File: src/rtl/gate_bist_pkg.sv
// Shared constants for the gate BIST: FSM state encoding and reference truth tables.
// Truth-table bit k is the expected gate output for input vector k.
package gate_bist_pkg;

   localparam logic [1:0] ST_IDLE   = 2'd0;
   localparam logic [1:0] ST_DRIVE  = 2'd1;
   localparam logic [1:0] ST_SAMPLE = 2'd2;
   localparam logic [1:0] ST_DONE   = 2'd3;

   localparam logic [3:0] TT_AND2  = 4'b1000;
   localparam logic [3:0] TT_OR2   = 4'b1110;
   localparam logic [3:0] TT_XOR2  = 4'b0110;
   localparam logic [3:0] TT_NAND2 = 4'b0111;

   // Wide enough for SETTLE up to 15 plus the one increment past terminal count.
   localparam int CNT_W = 4;

endpackage

File: src/rtl/gate_bist_settle_cnt.sv
// Settle-time up-counter for the gate BIST: load, clear, enable, and a
// terminal-count flag asserted while the count equals SETTLE-1.
module gate_bist_settle_cnt
   import gate_bist_pkg::*;
#(
   parameter int SETTLE = 2
) (
   input  logic             clk,
   input  logic             rst,
   input  logic             clr,
   input  logic             ld,
   input  logic [CNT_W-1:0] ld_val,
   input  logic             en,
   output logic [CNT_W-1:0] cnt,
   output logic             tc
);

   always_ff @(posedge clk or posedge rst) begin
      if (rst) begin
         cnt <= '0;
      end else if (clr) begin
         cnt <= '0;
      end else if (ld) begin
         cnt <= ld_val;
      end else if (en) begin
         cnt <= cnt + CNT_W'(1);
      end
   end

   assign tc = (cnt == CNT_W'(SETTLE - 1));

endmodule

File: src/rtl/gate_bist.sv
// Gate BIST: walks every input vector of a small combinational gate, samples its
// output after SETTLE cycles and counts mismatches against TRUTH.
// Optional first-failure log ports are built when GATE_BIST_LOG_EN is defined.
//
// state     | meaning
// ----------+-----------------------------------------------
// ST_IDLE   | waiting for start, no result yet
// ST_DRIVE  | vec driven onto dut_in, settle counter running
// ST_SAMPLE | one cycle, dut_y compared against TRUTH[vec]
// ST_DONE   | run finished, pass/err_cnt valid
module gate_bist
   import gate_bist_pkg::*;
#(
   parameter int                  N_IN   = 2,
   parameter logic [2**N_IN-1:0]  TRUTH  = TT_AND2,
   parameter int                  SETTLE = 2
) (
   input  logic            clk,
   input  logic            rst,
   input  logic            start,
   output logic [N_IN-1:0] dut_in,
   input  logic            dut_y,
   output logic            busy,
   output logic            done,
   output logic            pass,
   output logic [N_IN:0]   err_cnt
`ifdef GATE_BIST_LOG_EN
   ,
   output logic [N_IN-1:0] fail_vec,
   output logic            fail_y
`endif
);

   logic [1:0]       state;
   logic [N_IN-1:0]  vec;
   logic [CNT_W-1:0] settle_cnt;
   logic             settle_tc;
   logic             accept;
   logic             last_vec;
   logic             mismatch;
   logic             cnt_clr;

   assign accept   = start && ((state == ST_IDLE) || (state == ST_DONE));
   assign last_vec = (vec == {N_IN{1'b1}});
   assign mismatch = (dut_y != TRUTH[vec]);
   assign cnt_clr  = accept || ((state == ST_SAMPLE) && !last_vec);

   gate_bist_settle_cnt #(
      .SETTLE (SETTLE)
   ) u_settle_cnt (
      .clk    (clk),
      .rst    (rst),
      .clr    (cnt_clr),
      .ld     (1'b0),
      .ld_val ('0),
      .en     (state == ST_DRIVE),
      .cnt    (settle_cnt),
      .tc     (settle_tc)
   );

   always_ff @(posedge clk or posedge rst) begin
      if (rst) begin
         state   <= ST_IDLE;
         vec     <= '0;
         err_cnt <= '0;
      end else begin
         case (state)
            ST_DRIVE: begin
               if (settle_tc) state <= ST_SAMPLE;
            end
            ST_SAMPLE: begin
               if (mismatch) err_cnt <= err_cnt + (N_IN+1)'(1);
               if (last_vec) begin
                  state <= ST_DONE;
               end else begin
                  vec   <= vec + N_IN'(1);
                  state <= ST_DRIVE;
               end
            end
            default: begin
               if (start) begin
                  state   <= ST_DRIVE;
                  vec     <= '0;
                  err_cnt <= '0;
               end
            end
         endcase
      end
   end

`ifdef GATE_BIST_LOG_EN
   // Capture only the first mismatch of a run, i.e. while err_cnt is still zero.
   always_ff @(posedge clk or posedge rst) begin
      if (rst) begin
         fail_vec <= '0;
         fail_y   <= 1'b0;
      end else if (accept) begin
         fail_vec <= '0;
         fail_y   <= 1'b0;
      end else if ((state == ST_SAMPLE) && mismatch && (err_cnt == '0)) begin
         fail_vec <= vec;
         fail_y   <= dut_y;
      end
   end
`endif

   assign dut_in = vec;
   assign busy   = (state == ST_DRIVE) || (state == ST_SAMPLE);
   assign done   = (state == ST_DONE);
   assign pass   = done && (err_cnt == '0);

   logic unused_cnt;
   assign unused_cnt = ^settle_cnt;

endmodule

File: config.mk
export PLATFORM = sky130hd
export DESIGN_NAME = gate_bist
export DESIGN_NICKNAME = d
export VERILOG_FILES = /design/src/rtl/gate_bist_pkg.sv /design/src/rtl/gate_bist_settle_cnt.sv /design/src/rtl/gate_bist.sv
export SDC_FILE = /design/constraint.sdc
export NUM_CORES = 1
export LEC_CHECK = 0
export CAP_MARGIN = 20
export CORE_MARGIN = 4
export CORE_UTILIZATION = 40
export DETAILED_ROUTE_END_ITERATION = 8
export GPL_TIMING_DRIVEN = 0
export PLACE_DENSITY = 0.66
export SYNTH_ARGS = -nofsm -noshare
export SYNTH_HDL_FRONTEND = slang
export SYNTH_SLANG_ARGS = --single-unit
File: constraint.sdc
create_clock -name clk -period 4.3 [get_ports clk]
set_input_delay 0.86 -clock clk [delete_from_list [all_inputs] [get_ports clk]]
set_output_delay 0.86 -clock clk [all_outputs]
set_load 0.1 [all_outputs]
==> results.md <==
* R2r worst-path depth at 5
* Post-CTS setup buffer count at 0
* Syn_nets at 84
* Critical-path cell list: inv_1 > ha_1 > inv_1 > clkdlybuf4s50_1
* Worst hold-check path type: reg -> reg
* Crit path max fanout at 5
* Share of flip-flops with an asynchronous set or reset at 1.000
* Share of cells above drive strength 1 at 0.1163
* Final number of setup-violating endpoints at 0
* DRT antenna net count at 0
* CTS tree: done
* Clock transition at path regs at 0.08 ns
* I/O Pins at 12
* Worst Max-Slew Pin Slew at 0.9670 ns
* Synthesized cell area at 715.7 um^2
* Met3 Resource Use GR at 0.05341
* Reg-to-Reg Start: state[0]$_DFFE_PP0P_
* Layout fillers at 157
* Largest net degree at the start of global routing at 12
* Achievable Freq at 0.3155 GHz
* Area growth syn-to-layout at 23.43%
* Crit end category: output port
* DR iter-0 viols at 10
* Top cells by count, synth: dfrtp_1 (11), ha_1 (9), inv_1 (8), nand2_1 (7), nor2_1 (6)
* Startpoint Class: flop
* TritonCTS buffer count at 3
* Cts repair resizes at 0
* Die area at 2530 um^2
* Final wirelength at 1.347 mm
* Netlist cell types at 28
* Max-slew violation count at 0
* Initial antenna violation count at 0
* CP startpoint: state[0]$_DFFE_PP0P_
* Max_cap viols at 0
* Peak supply drop at 0.5881 mV
* Post-synth top area share at 0.3846
* # nets final at 100
* Cell mode on critical path: inv_1
* Hold-fix buffers, CTS at 0
* Vias in the first global route at 564
* Drc violations at 0
* Skew final at 0.01041 ns
* Met1 usage at 0.1423
* Ranking of synthesized cells by area: dfrtp_1 (38%), ha_1 (16%), inv_1 (4.2%)
* Row count at 15
* Count leader, synth: dfrtp_1
* Synth warn at 0
* WP data arrival at 2.31 ns
* Register area at 275.3 um^2
* Clock latency on the worst-skew pair at 0.28 ns
* Chip Width at 50.30 um
* Critical Path RT at 3.44 ns
* Min Clock Period, post-route at 3.169 ns
* Worst setup endpoint: busy
* Post-synthesis register bit count at 11
* Diode count at 0
* P per Cell Area at 707.7 nW/um^2
* Top_reg_cell synth: dfrtp_1
* Met2 usage at 0.2239
* Fin util at 0.5172
* CTS Root Cell: clkbuf_4
* Worst r2r dst: u_settle_cnt.cnt[0]$_DFFE_PP0P_
* Syn_area_per_cell at 10.08 um^2
* Setup TNS at 0 ns
* Final weighted congestion in routability-driven placement at 0.6770
* Leak at 0.3933 nW
* Rel. slew slack at 0.3533
* CP delay by family, top: buffers and inverters
* Multi-input logic area at 394.1 um^2
* Power Total at 0.0006251 W
* Via density at 4.955
* CTS sink cnt at 11
* Hold Violations, Final at 0
* WL per Instance at 12.14 um
* Slowest stage delay, CP at 1.13 ns
* RSZ-0062 raised after global routing: no
* WS Path Type: reg -> out
* Yosys top cell by area: dfrtp_1
* Outcome: completed
* Buf+Inv Stages, Crit Path at 3
* Most Crowded Layer GR: met2
* CP max-delay cell: clkdlybuf4s50_1
* Detailed placement HPWL at 985.7 um
* Reg2reg setup slack at 2.66 ns
* First-pass GRT wire length at 2.373 mm
* CTS Buffer Depth at 2
* Die Ht at 50.30 um
* Core area at 1708 um^2
* Critical Path Stages at 4
* DRT Pass-1 Iters at 4
* Via count at 550
* EDFF count, synth at 0
* Sequential fraction of the synthesis area at 0.3846
* Fin crit share at 0.7370
* CTS H-Tree Depth at 1
* Tot GR Track Use at 0.1254
* Initial core utilization at 0.4190
* Port bufs at 11
* Grt ovf at 0
* Syn Inst Count at 71
## cell families after synthesis
logic type	synth area share
AO/OA/AOI/OAI	0.1451
XOR/XNOR	0.07519
adder cells (fa/ha/maj)	0.1573
buffers and inverters	0.06468
flip-flops	0.3846
multiplexers	0.01573
AND/OR/NAND/NOR	0.1574
## flip-flops by register name, indices dropped and copies added, names as in the netlist
register          flops
state                 2
err_cnt               3
dut_in                2
u_settle_cnt.cnt      4
## per-stage QoR
step | area, um^2 | setup slack [ns] | instances | hold slack [ns]
floorplan | 715.7 | 0.8443 | 71 | 0.4971
detailed placement | 857.1 | 1.436 | 107 | 0.5227
finish | 883.3 | 1.131 | 111 | 0.5408
CTS | 883.3 | 1.114 | 111 | 0.5426
global route | 883.3 | 1.024 | 111 | 0.5541
global placement | 857.1 | 1.452 | 107 | 0.5230
## layout by cell type, fill, tap and decap left out, drive strengths merged, types with 2 or more instances in the layout
master / netlist / final
a21oi: 3 / 3
nand2: 7 / 7
nand3: 2 / 2
inv: 8 / 8
buf: 2 / 2
o31ai: 2 / 2
o21ai: 4 / 4
clkbuf: 0 / 4
nor2: 6 / 6
dfrtp: 11 / 11
a22oi: 2 / 2
xor2: 3 / 3
clkdlybuf4s50: 0 / 11
ha: 9 / 9
## layout make-up
| type | count | share of cell area |
|---|---|---|
| sequential | 11 | 0.3116 |
| multi-input combinational | 50 | 0.4462 |
| tap | 25 | 0.03541 |
| timing repair buffer | 11 | 0.1246 |
| buffer | 2 | 0.01841 |
| inverter | 8 | 0.03399 |
| clock buffer | 4 | 0.02975 |
## worst min path at each step
stage                                    startpoint                               to  slack [ns]  cells past startpoint
floorplan           u_settle_cnt.cnt[3]$_DFFE_PP0P_  u_settle_cnt.cnt[3]$_DFFE_PP0P_        0.50                      2
global placement              dut_in[1]$_DFFE_PP0P_            dut_in[1]$_DFFE_PP0P_        0.52                      2
detailed placement  u_settle_cnt.cnt[3]$_DFFE_PP0P_  u_settle_cnt.cnt[3]$_DFFE_PP0P_        0.52                      2
CTS                 u_settle_cnt.cnt[3]$_DFFE_PP0P_  u_settle_cnt.cnt[3]$_DFFE_PP0P_        0.54                      2
global route        u_settle_cnt.cnt[3]$_DFFE_PP0P_  u_settle_cnt.cnt[3]$_DFFE_PP0P_        0.55                      2
finish              u_settle_cnt.cnt[3]$_DFFE_PP0P_  u_settle_cnt.cnt[3]$_DFFE_PP0P_        0.54                      2
## routing by layer
metal,vias up,part of all wire
met5,-,0
met4,0,0
met3,0,0.055
met2,12,0.50
met1,265,0.44
li1,273,-
## where the power goes
part | switching [W] | internal [W]
Clock | 0.0000378 | 0.0000360
Sequential | 0.0000318 | 0.000131
Combinational | 0.000275 | 0.000113
Total | 0.000345 | 0.000280
## worst register-to-register path, stage by stage (launching register included)
cell	delay, ns
dfrtp_1	0.44
inv_1	0.08
ha_1	0.27
inv_1	0.16
o21ai_0	0.45
nor2_1	0.10
Note: power is estimated with default switching activity, not from simulation.
